<file path="src/rtl/serial_arith_pkg.sv">
// Shared types for the bit-serial add/subtract sequencer: FSM states, op codes
// and the 1-bit carry/borrow recurrence used by the arithmetic slice.
package serial_arith_pkg;

    typedef enum logic [1:0] {
        IDLE  = 2'd0,
        SHIFT = 2'd1,
        DONE  = 2'd2
    } state_t;

    localparam logic OP_ADD = 1'b0;
    localparam logic OP_SUB = 1'b1;

    // Add propagates a carry (majority); subtract propagates a borrow.
    function automatic logic slice_carry(
        input logic op,
        input logic a,
        input logic b,
        input logic c
    );
        logic c_next;
        if (op == OP_SUB) begin
            c_next = (~a & b) | (~(a ^ b) & c);
        end else begin
            c_next = (a & b) | (a & c) | (b & c);
        end
        return c_next;
    endfunction

endpackage

</file>
<file path="src/rtl/serial_arith_slice.sv">
// One-bit serial add/subtract slice: combinational sum/difference bit plus the
// registered carry (add) or borrow (subtract) fed back into the next bit.
import serial_arith_pkg::*;

module serial_arith_slice (
    input  logic clk,
    input  logic rst,
    input  logic clr,
    input  logic en,
    input  logic op,
    input  logic a,
    input  logic b,
    output logic s,
    output logic c_q
);

    logic c_next;

    assign s      = a ^ b ^ c_q;
    assign c_next = slice_carry(op, a, b, c_q);

    always_ff @(posedge clk) begin
        if (rst) begin
            c_q <= 1'b0;
        end else if (clr) begin
            c_q <= 1'b0;
        end else if (en) begin
            c_q <= c_next;
        end
    end

endmodule

</file>
<file path="src/rtl/serial_arith_ctrl.sv">
// Sequencer for the bit-serial add/subtract datapath: accepts one op, steps the
// slice LSB-first for W cycles, holds the result. SERIAL_ARITH_OVF_EN adds res_ovf.
import serial_arith_pkg::*;

module serial_arith_ctrl #(
    parameter int W = 8
) (
    input  logic         clk,
    input  logic         rst,
    input  logic         req_valid,
    output logic         req_ready,
    input  logic         req_op,
    input  logic [W-1:0] req_a,
    input  logic [W-1:0] req_b,
    output logic         res_valid,
    input  logic         res_ready,
    output logic [W-1:0] res_data,
    output logic         res_cout,
`ifdef SERIAL_ARITH_OVF_EN
    output logic         res_ovf,
`endif
    output logic         busy
);

    localparam int CNT_W = $clog2(W) + 1;

    state_t           state_reg;
    state_t           state_next;
    logic [CNT_W-1:0] cnt_reg;
    logic [W-1:0]     a_reg;
    logic [W-1:0]     b_reg;
    logic [W-1:0]     res_reg;
    logic             op_reg;

    logic             accept;
    logic             shift_en;
    logic             last_bit;
    logic             sum_bit;
    logic             carry_q;

    assign accept   = req_valid & req_ready;
    assign shift_en = (state_reg == SHIFT);
    assign last_bit = shift_en && (cnt_reg == '0);

    always_ff @(posedge clk) begin
        if (rst) begin
            state_reg <= IDLE;
        end else begin
            state_reg <= state_next;
        end
    end

    always_comb begin
        state_next = state_reg;
        case (state_reg)
            IDLE:    if (accept)    state_next = SHIFT;
            SHIFT:   if (last_bit)  state_next = DONE;
            DONE:    if (res_ready) state_next = IDLE;
            default:                state_next = IDLE;
        endcase
    end

    // Ready is masked by rst so nothing is accepted during the reset cycle.
    always_comb begin
        req_ready = (state_reg == IDLE) && !rst;
        busy      = (state_reg == SHIFT);
        res_valid = (state_reg == DONE);
    end

    always_ff @(posedge clk) begin
        if (rst) begin
            a_reg   <= '0;
            b_reg   <= '0;
            res_reg <= '0;
            op_reg  <= OP_ADD;
            cnt_reg <= '0;
        end else if (accept) begin
            a_reg   <= req_a;
            b_reg   <= req_b;
            op_reg  <= req_op;
            cnt_reg <= CNT_W'(W - 1);
        end else if (shift_en) begin
            a_reg   <= {1'b0, a_reg[W-1:1]};
            b_reg   <= {1'b0, b_reg[W-1:1]};
            res_reg <= {sum_bit, res_reg[W-1:1]};
            // Counter parks at zero rather than wrapping on the final bit.
            if (cnt_reg != '0) begin
                cnt_reg <= cnt_reg - CNT_W'(1);
            end
        end
    end

    serial_arith_slice u_slice (
        .clk (clk),
        .rst (rst),
        .clr (accept),
        .en  (shift_en),
        .op  (op_reg),
        .a   (a_reg[0]),
        .b   (b_reg[0]),
        .s   (sum_bit),
        .c_q (carry_q)
    );

    // The slice carry only moves in SHIFT or on accept, so after the last bit
    // it is the carry/borrow out of the MSB and stays put through DONE.
    assign res_data = res_reg;
    assign res_cout = carry_q;

`ifdef SERIAL_ARITH_OVF_EN
    logic msb_c_reg;

    always_ff @(posedge clk) begin
        if (rst) begin
            msb_c_reg <= 1'b0;
        end else if (last_bit) begin
            msb_c_reg <= carry_q;
        end
    end

    assign res_ovf = msb_c_reg ^ carry_q;
`endif

endmodule

</file>
<file path="config.mk">
export PLATFORM = sky130hd
export DESIGN_NAME = serial_arith_ctrl
export DESIGN_NICKNAME = d
export VERILOG_FILES = /design/src/rtl/serial_arith_pkg.sv /design/src/rtl/serial_arith_slice.sv /design/src/rtl/serial_arith_ctrl.sv
export SDC_FILE = /design/constraint.sdc
export NUM_CORES = 1
export LEC_CHECK = 0
export BUFFER_PORTS_ARGS = -buffer_cell sky130_fd_sc_hd__buf_2
export CAP_MARGIN = 20
export CORE_AREA = 4 4 56 58
export DETAILED_ROUTE_END_ITERATION = 12
export DIE_AREA = 0 0 60 62
export PLACE_DENSITY = 0.9
export SETUP_SLACK_MARGIN = 0.3
export SLEW_MARGIN = 25
export SYNTH_ARGS = -nofsm -noshare
export SYNTH_HDL_FRONTEND = slang
export SYNTH_SLANG_ARGS = --single-unit
</file>
<file path="constraint.sdc">
create_clock -name clk -period 3.5 [get_ports clk]
set_input_delay 0.7 -clock clk [delete_from_list [all_inputs] [get_ports clk]]
set_output_delay 0.7 -clock clk [all_outputs]
set_load 0.005 [all_outputs]
</file>
Yosys cells after proc, flatten, opt, wreduce, memory -nomap -nowiden
Cells that the tools add are included.
{"block": "classes", "n_addsub": 1, "eq_ne": 5, "muxes": 12, "n_bitwise": 14, "reduce_logical": 13}
{"operator": "2-to-1 mux 8 bit", "n": 4}
{"operator": "2-to-1 mux 3 bit", "n": 3}
{"operator": "AND 1 bit", "n": 6}
{"operator": "2-to-1 mux 2 bit", "n": 3}
{"operator": "case mux 2 bit (3 select lines)", "n": 1}
{"operator": "AND reduction 2 bit", "n": 3}
{"operator": "zero test 4 bit", "n": 1}
{"operator": "!= test 2 x 1 -> 1 bit, second input constant", "n": 2}
{"operator": "nonzero test 2 bit", "n": 2}
{"operator": "nonzero test 4 bit", "n": 1}
{"operator": "subtractor 4 x 1 -> 4 bit, second input constant", "n": 1}
{"operator": "NOT 1 bit", "n": 3}
{"operator": "bitwise OR 1 bit", "n": 3}
{"operator": "AND reduction 3 bit", "n": 1}
{"operator": "== test 2 x 1 -> 1 bit, second input constant", "n": 1}
{"operator": "== test 2 bit, second input constant", "n": 1}
{"operator": "logical AND 1 bit", "n": 2}
{"operator": "zero test 2 bit", "n": 1}
{"operator": "!= test 2 bit, second input constant", "n": 1}
{"operator": "OR reduction 2 bit", "n": 1}
{"operator": "bitwise XOR 1 bit", "n": 2}
{"operator": "zero test 1 bit", "n": 1}
{"operator": "2-to-1 mux 1 bit", "n": 1}
{"block": "totals", "reg_bits": 32, "input_bits": 21, "output_inout_bits": 12, "elab_cells": 53}

Logic depth before layout (Yosys ltp)
Gate-level depths: netlist of the first run.
{"block": "logic_depth", "depth_word": 5, "ltp_mapped": 6}

By module
A second synthesis of the first run with hierarchy kept.
{"block": "unflattened", "cells_unflattened": 172, "hier_area_um2": 1426.4}
{"mod": "serial_arith_ctrl", "instances": 1, "cells_per_inst": 162, "area_per_inst_um2": 1321.3}
{"mod": "serial_arith_slice", "instances": 1, "cells_per_inst": 10, "area_per_inst_um2": 105.1}

Worst setup path before layout of the first run
Ideal clock, no wire load.
{"block": "synth_timing", "kind": "input to output", "start": "input rst", "end": "output req_ready", "arrival_time_ns": 1.164, "t_required_ns": 2.800, "slack_ns": 1.636, "path_stages": 3, "path_buffers": 2, "path_cell_list": "buf_6 > clkbuf_1 > nor3_1"}
{"block": "synth_via", "elab_chain_cells": 2}
{"element": "start, declared", "line": "serial_arith_ctrl.sv:9", "text": "input logic rst,"}
{"element": "zero test 1 bit", "line": "serial_arith_ctrl.sv:65", "text": "req_ready = (state_reg == IDLE) && !rst;"}
{"element": "logical AND 1 bit", "line": "serial_arith_ctrl.sv:65"}
{"element": "end, declared", "line": "serial_arith_ctrl.sv:11", "text": "output logic req_ready,"}
No other way between the ends.

Worst setup path after layout of the first run
Same ends and word-level chain as after synthesis.

==> impl_metrics.yaml, run 1 <==
synthesis:
  synth_area_um2: 1420
  syn_nets: 196
  synthAdderAreaFrac_pct: 3.70
  synthTopCellsByCount: "nand2_1, dfxtp_1, nor2_1"
  synth_top_family_by_area: "simple AND/OR/NAND/NOR gates"
  synth_edf_count: 0
  synth.area.top_cells: "dfxtp_1, nand2_1, a311oi_1"
  synth_top_area_cell: "dfxtp_1"
  synth_xor_area_share_pct: 0
  synth_most_common_cell: "nand2_1"
  syn_area_per_cell_um2: 8.26
  ys_ff_latch: 32
  synth_cell_types: 28
  yosysWarnings: 0
  synth_compound_area_share_pct: 18.4
  synth_top_flop_cell: "dfxtp_1"
  seq_area_frac_synth_pct: 45.1
  synth_top_area_share_pct: 45.1
  async_flop_share_pct: 0
  muxShareOfSynthArea_pct: 0.705
  synth_cells: 172
  synth-simple-area-share_pct: 23.9
routing:
  drt-initial-drc-count: 51
  vias: 1238
  vias_per_cell: 5.36
  dr.pass1.iters: 4
  wl_per_cell_um: 12.3
  ant_nets: 0
  drc_errors: 0
  wl_um: 2850
worst_setup_path:
  crit_family: "buffers and inverters"
  cp_common_cell: "buf_2"
  crit_fanout: 35
  crit_path_end_kind: "primary output"
  cp_slowest_cell: "buf_2"
  critPathBufInv: 2
  cp-start-kind: "primary input"
  crit_arrival_ns: 1.42
  critPathMaxStageDelay_ns: 0.48
  worst_ep_required_time_ns: 2.80
  path_cells: "buf_2 > nor3_1 > buf_2"
  path_class: "primary input to primary output"
clocking:
  cts_hold_buf: 0
  h-tree-depth: 2
  post_cts_buffers: 0
  cts_resized: 0
  numCtsBuffers: 5
  cts.sinks: 32
  cts_tree: "yes"
  cts.clk_slew.worst_paths_ns: 0.09
  clk_latency_ns: 0.32
  clock_path_buffers: 2
  root_buffer: "clkbuf_4"
global_routing:
  grt_pass1_wl_um: 4480
  grtUsageMet3_pct: 7.02
  met1_usage_pct: 19.6
  grt.busiest_layer: "met2"
  grt_max_degree: 36
  antenna_found_initial: 0
  groute.usage.overall_pct: 16.0
  first_global_vias: 1037
  grt_use_met2_pct: 25.9
  grt-ovfl-total: 0
power:
  p_leak_nw: 0.645
  switchingPower_mw: 0.193
  power_density_nw_per_um2: 449
  vdd_drop_max_mv: 0.329
  power_frac_comb_pct: 13.9
  cellInternalPower_mw: 0.528
  clockPowerShare_pct: 30.1
  sw_frac_of_total_pct: 26.7
  p_seq_share_pct: 56.0
sta:
  tightestPinTransition_ns: 0.927
  slew_headroom_pct: 37.4
  finalHoldViolations: 0
  rsz0062_at_grt: "false"
  setup_tns_ns: 0
  min_period_ns: 2.12
  finalMaxSlewViolations: 0
  max_freq_mhz: 472
  finalSetupViolCount: 0
  skew_ns: 0.00629
  post-route-period-util_pct: 60.6
placed_design:
  dp_cells: 223
  portBuffers: 32
  gp_congestion: 0.705
  place_area_um2: 1550
  place_hpwl_um: 1910
layout:
  fin_nets: 223
  nFillCells: 243
  syn_to_final_growth_pct: 13.1
  instances_no_fill: 231
  design_area_um2: 1610
  drive_gt1_share_pct: 21.0
  num_antenna_cells: 0
floorplan:
  dieArea_um2: 3720
  core_area_um2: 2660
  row_count: 19
  start_util_pct: 53.3
  die_height_um: 62
  ios: 33
  die_w_um: 60
job:
  max-cap-violations: 0
min_path:
  worstHoldPathType: "flop to flop"
outcome:
  status: "complete, no violations"
[power groups by stage]
stage | clock [mW] | combinational (mW) | sequential (mW)
finish | 0.217 | 0.100 | 0.404
detailed placement | 0 | 0.101 | 0.412
floorplan | 0 | 0.0793 | 0.408
CTS | 0.221 | 0.101 | 0.404
global placement | 0 | 0.0976 | 0.411
global route | 0.241 | 0.112 | 0.407
[cells in the final DEF, fill, tap and decap left out, drive strengths merged]
cell,Yosys,final
nand4b,2,2
inv,8,8
buf,9,34
mux2i,1,1
clkbuf,5,8
nand2,48,48
dfxtp,32,32
nor2,16,16
nor3,3,3
a21oi,13,13
o21ai,2,2
nand3,2,2
nand2b,2,2
a211oi,2,2
o41ai,1,1
nor3b,2,2
a311oi,15,15
nor4b,1,1
o211a,1,1
a2111oi,1,1
fa,2,2
nor2b,1,1
or4b,1,1
a31oi,1,1
ha,1,1
[area by class of cell]
class                           instances  area [um^2]  area share (%)
Sequential cell                        32          641            39.9
Timing Repair Buffer                   34          175            10.9
Tap cell                               31         38.8            2.41
Clock buffer                            8         58.8            3.66
Inverter                                8         30.0            1.87
Multi-Input combinational cell        118          663            41.3
[through the flow]
step / utilization, % / power, mW / hold slack, ns / setup WS [ns]
6_report: 60.3 / 0.721 / 0.469 / 1.38
3_3_place_gp: 58.1 / 0.509 / 0.450 / 1.28
5_1_grt: 60.3 / 0.760 / 0.491 / 1.31
2_1_floorplan: - / 0.487 / 0.448 / 1.64
4_1_cts: 60.3 / 0.726 / 0.471 / 1.38
3_5_place_dp: 58.1 / 0.512 / 0.457 / 1.26
[worst min-delay path: stages (launching register included)]
cell and delay (ns):
dfxtp_1 0.33, nand2_1 0.05, a21oi_1 0.05
[final timing paths]
kind	from	to	slack [ns]	depth (start not counted)
max	rst	req_ready	1.38	3
min	res_data[2]$_SDFFE_PP0P_	res_data[2]$_SDFFE_PP0P_	0.47	2
max reg2reg	state_reg[1]$_SDFFE_PP0P_	u_slice.c_q$_SDFFE_PP0P_	1.79	6
min reg2reg	res_data[2]$_SDFFE_PP0P_	res_data[2]$_SDFFE_PP0P_	0.47	2
[cell families (layout without fill, tap and decap cells)]
logic type,Yosys count,after routing
flip-flops,32,32
AND/OR/NAND/NOR,78,78
multiplexers,1,1
AO/OA/AOI/OAI,36,36
adder cells (fa/ha/maj),3,3
buffers and inverters,22,50
[layer usage]
layer  wire (um)  vias up
met5           0        -
met4          10        0
met3         143        2
met2        1380       20
met1        1320      576
li1            -      640
(Power assumes the default switching activity.)
==> run 2: changes to the inputs <==
CORE_AREA = 4 4 58 60   (was 4 4 56 58)
DIE_AREA = 0 0 62 64   (was 0 0 60 62)
PLACE_DENSITY = 0.85   (was 0.9)
clock period = 2.1 ns   (was 3.5 ns; I/O delays follow)
==> impl_metrics.yaml, run 2 (same netlist as run 1, synthesis figures left out) <==
outcome:
  status: "complete, no violations"
sta:
  finalMaxSlewViolations: 0
  skew_ns: 0.00908
  tightestPinTransition_ns: 0.355
  rsz0062_at_grt: "false"
  hold_slack_ns: 0.329
  max_freq_mhz: 591
  finalSetupViolCount: 0
  setup_tns_ns: 0
  slew_headroom_pct: 76.3
  finalHoldViolations: 0
  min_period_ns: 1.69
  worst_slack_ns: 0.409
  post-route-period-util_pct: 80.5
layout:
  syn_to_final_growth_pct: 16.9
  drive_gt1_share_pct: 24.8
  final_common_cell: "nand2_1"
  final_cell_mix: "nand2_1, dfxtp_1, buf_2"
  nFillCells: 266
  num_antenna_cells: 0
  fin_nets: 229
floorplan:
  ios: 33
  row_count: 20
  die_height_um: 64
  core_area_um2: 2930
  dieArea_um2: 3970
  die_w_um: 62
  start_util_pct: 48.5
job:
  max-cap-violations: 0
placed_design:
  gp_congestion: 0.728
  pre_cts_slack_ns: 0.397
  portBuffers: 32
  place_hpwl_um: 1920
routing:
  wl_per_cell_um: 12.5
  drc_errors: 0
  dr.pass1.iters: 4
  ant_nets: 0
  vias_per_cell: 5.33
  wl_um: 2980
  vias: 1273
  drt-initial-drc-count: 61
global_routing:
  grt_pass1_wl_um: 4820
  grt_max_degree: 36
  antenna_found_initial: 0
  groute.usage.overall_pct: 15.9
  grt-ovfl-total: 0
  first_global_vias: 1124
power:
  p_leak_nw: 0.673
  power_density_nw_per_um2: 735
  vdd_drop_max_mv: 0.603
clocking:
  clock_path_buffers: 2
  numCtsBuffers: 5
  cts.clk_slew.worst_paths_ns: 0.10
  h-tree-depth: 2
  cts.sinks: 32
  cts_tree: "yes"
  root_buffer: "clkbuf_4"
  clk_latency_ns: 0.33
  cts_hold_buf: 0
worst_setup_path:
  cp_slowest_cell: "dfxtp_1"
  path_class: "flop to primary output"
  crit_family: "flip-flops"
  critPathBufInv: 2
  critPathMaxStageDelay_ns: 0.41
  crit_path_end_kind: "primary output"
  crit_arrival_ns: 1.27
  crit_fanout: 5
  worst_ep_required_time_ns: 1.68
  cp-start-kind: "flop"
  path_cells: "nand2b_1 > clkinvlp_4 > buf_2"
min_path:
  worstHoldPathType: "primary input to flop"
run 2: worst paths after layout:
path              cells after the start  slack (ns)                      start                  endpoint
setup / recovery                      3        0.41  state_reg[1]$_SDFFE_PP0P_                      busy
hold reg to reg                       2        0.47   res_data[2]$_SDFFE_PP0P_  res_data[2]$_SDFFE_PP0P_
setup reg to reg                      3        0.53  state_reg[1]$_SDFFE_PP0P_   cnt_reg[0]$_SDFFE_PP0P_
hold / removal                        3        0.33                   req_b[7]     b_reg[7]$_SDFFE_PP0P_
run 2: through the flow:
step                std cells  total power, mW  utilization (%)  instance area, um^2
CTS                       235             1.21             55.6                 1630
detailed placement        227            0.857             53.5                 1570
global route              239             1.28             56.7                 1660
floorplan                 172            0.812                -                 1420
global placement          227            0.854             53.5                 1570
finish                    239             1.22             56.7                 1660
run 2: worst register-to-register path: cells and delay by family (launching register included):
kind | cells | cell delay, ns
AND/OR/NAND/NOR | 1 | 0.74
flip-flops | 1 | 0.36
AO/OA/AOI/OAI | 2 | 0.40
run 2: metal layers:
metal / global-route usage (%) / vias to the layer above / wire length [um]
met5: 0 / - / 0
met1: 19.7 / 588 / 1300
met3: 5.25 / 6 / 160
met2: 24.9 / 23 / 1470
li1: - / 656 / -
met4: 6.37 / 0 / 53
run 2: final cells by class:
class                      count  area, um^2  area share (%)
clock buffer                   6        51.3            3.09
timing repair buffer          40         220            13.3
inverter                       8        33.8            2.03
sequential                    32         641            38.6
clock inverter                 2        10.0           0.603
tap                           33        41.3            2.49
multi-input combinational    118         663            39.9
run 2: power by group:
group | switching (mW) | total [mW] | internal (mW)
clock network | 0.208 | 0.367 | 0.159
registers | 0.0282 | 0.673 | 0.645
logic | 0.100 | 0.181 | 0.0800
run 2: what timing repair did:
action / 4_1_cts / 5_1_grt
endpoints found under the setup margin: 0 / 1
setup buffers: 0 / 4
resized for setup: 0 / 1
==> run 3: changes to the inputs <==
ABC_AREA = 1   (was not set)
CORE_AREA = 4 4 60 62   (was 4 4 58 60)
DIE_AREA = 0 0 64 66   (was 0 0 62 64)
PLACE_DENSITY = 0.87   (was 0.85)
clock period = 1.7 ns   (was 2.1 ns; I/O delays follow)
==> impl_metrics.yaml, run 3 <==
worst_setup_path:
  critPathBufInv: 1
  crit_family: "flip-flops"
  path_class: "flop to primary output"
  worstSetupStartpoint: "state_reg[1]$_SDFFE_PP0P_"
  critPathMaxStageDelay_ns: 0.37
  crit_arrival_ns: 1.06
  cp-start-kind: "flop"
  crit_fanout: 4
  cp-endpoint: "req_ready"
  r2r_slack_ns: 0.41
  r2r-end: "u_slice.c_q$_SDFFE_PP0P_"
  crit_path_end_kind: "primary output"
  r2r_start: "b_reg[0]$_SDFFE_PP0P_"
  reg2reg_depth: 5
  worst_ep_required_time_ns: 1.36
  cp_slowest_cell: "dfxtp_4"
  cp.depth: 2
  path_cells: "nor3_4 > buf_2"
synthesis:
  synthTopCellsByCount: "nand2_1, dfxtp_1, nor2_1"
  async_flop_share_pct: 0
  synthAdderAreaFrac_pct: 3.31
  synth_cell_types: 21
  synth_cells: 231
  synth_edf_count: 0
  yosysWarnings: 0
  synth.area.top_cells: "dfxtp_1, nand2_1, nand3_1"
  synth_top_flop_cell: "dfxtp_1"
  synth_top_area_share_pct: 40.4
  synth_top_family_by_area: "simple AND/OR/NAND/NOR gates"
  seq_area_frac_synth_pct: 40.4
  synth_compound_area_share_pct: 10.9
  syn_nets: 255
  ys_ff_latch: 32
  synth_xor_area_share_pct: 0
  muxShareOfSynthArea_pct: 0
  synth_area_um2: 1590
  synth_most_common_cell: "nand2_1"
  syn_area_per_cell_um2: 6.87
  synth_top_area_cell: "dfxtp_1"
  synth-simple-area-share_pct: 34.5
routing:
  drt-initial-drc-count: 78
  dr.pass1.iters: 4
  vias: 1604
  wl_um: 3470
  ant_nets: 0
  drc_errors: 0
  wl_per_cell_um: 11.0
  vias_per_cell: 5.09
floorplan:
  die_w_um: 64
  die_height_um: 66
  dieArea_um2: 4220
  core_area_um2: 3030
  ios: 33
  row_count: 20
  start_util_pct: 52.4
sta:
  setup_tns_ns: 0
  post-route-period-util_pct: 82.5
  skew_ns: 0.00667
  slew_headroom_pct: 83.8
  max_freq_mhz: 713
  finalMaxSlewViolations: 0
  tightestPinTransition_ns: 0.243
  rsz0062_at_grt: "true"
  min_period_ns: 1.40
  finalHoldViolations: 0
  finalSetupViolCount: 0
clocking:
  numCtsBuffers: 5
  clk_latency_ns: 0.34
  root_buffer: "clkbuf_4"
  h-tree-depth: 2
  cts.clk_slew.worst_paths_ns: 0.10
  cts_tree: "yes"
  cts_hold_buf: 0
  clock_path_buffers: 2
  cts.sinks: 32
layout:
  fin_nets: 294
  final_cell_mix: "nand2_1, buf_2, dfxtp_1"
  design_area_um2: 1960
  drive_gt1_share_pct: 23.2
  syn_to_final_growth_pct: 23.5
  final_common_cell: "nand2_1"
  final_util_pct: 64.7
  num_antenna_cells: 0
placed_design:
  portBuffers: 32
  gp_congestion: 0.776
  place_hpwl_um: 2310
  place_area_um2: 1800
global_routing:
  grt_max_degree: 37
  grt-ovfl-total: 0
  groute.usage.overall_pct: 17.9
  grt_pass1_wl_um: 5890
  first_global_vias: 1451
  antenna_found_initial: 0
power:
  power_density_nw_per_um2: 845
  vdd_drop_max_mv: 0.564
  p_leak_nw: 0.943
  total_power_mw: 1.66
outcome:
  status: "complete, no violations"
job:
  max-cap-violations: 0
min_path:
  worstHoldPathType: "primary input to flop"
  holdPathStages: 4
## run 3: per-layer routing
| metal | track usage (%) | wire length, um |
|---|---|---|
| met2 | 32.4 | 1700 |
| met5 | 0 | 0 |
| met3 | 4.08 | 211 |
| met1 | 19.0 | 1490 |
| met4 | 9.97 | 62 |
## run 3: timing repair
action	CTS	global route
pin swaps	2	3
gates resized for setup	8	7
setup buffers	4	3
endpoints found under the setup margin	3	24
## run 3: report_power, final
group          total (mW)  leakage (nW)  internal, mW  switching, mW
Sequential          0.844         0.264         0.807         0.0370
Clock               0.460        0.0326         0.204          0.256
Combinational       0.352         0.647         0.155          0.198
## run 3: final cells by class
class	count	area (um^2)
flip-flops and latches	32	648
fillers	288	1070
inverters	25	93.8
well taps	44	55.1
clock buffers	8	58.8
multi-input cells	159	795
repair buffers	47	309
## run 3: per-stage QoR
stage / worst slack, ns / hold WS, ns / std cells
after global placement: 0.278 / 0.458 / 300
after CTS: 0.223 / 0.246 / 312
after detailed placement: 0.284 / 0.467 / 300
final: 0.297 / 0.261 / 315
after global routing: 0.256 / 0.279 / 315
after floorplan: 0.509 / 0.455 / 231
## run 3: cells by family (layout without fill, tap and decap cells)
group / Yosys count / after routing
compound gates: 34 / 34
flops: 32 / 32
fa+ha+maj: 3 / 3
simple gates: 122 / 122
buf+inv: 40 / 80
## run 3: worst register-to-register path, cell delays in order (launching register included)
cell and delay [ns]:
dfxtp_1 0.38, inv_1 0.07, fa_1 0.41, a21oi_1 0.15, o21ai_0 0.10, a21oi_1 0.12
## run 3: how the worst min path moves through the flow
stage | from | slack [ns] | endpoint
after floorplan | op_reg$_SDFFE_PP0P_ | 0.45 | op_reg$_SDFFE_PP0P_
after global placement | res_data[0]$_SDFFE_PP0P_ | 0.46 | res_data[0]$_SDFFE_PP0P_
after detailed placement | res_data[0]$_SDFFE_PP0P_ | 0.47 | res_data[0]$_SDFFE_PP0P_
after CTS | rst | 0.25 | state_reg[1]$_SDFFE_PP0P_
after global routing | req_b[7] | 0.28 | b_reg[7]$_SDFFE_PP0P_
final | res_ready | 0.26 | state_reg[1]$_SDFFE_PP0P_
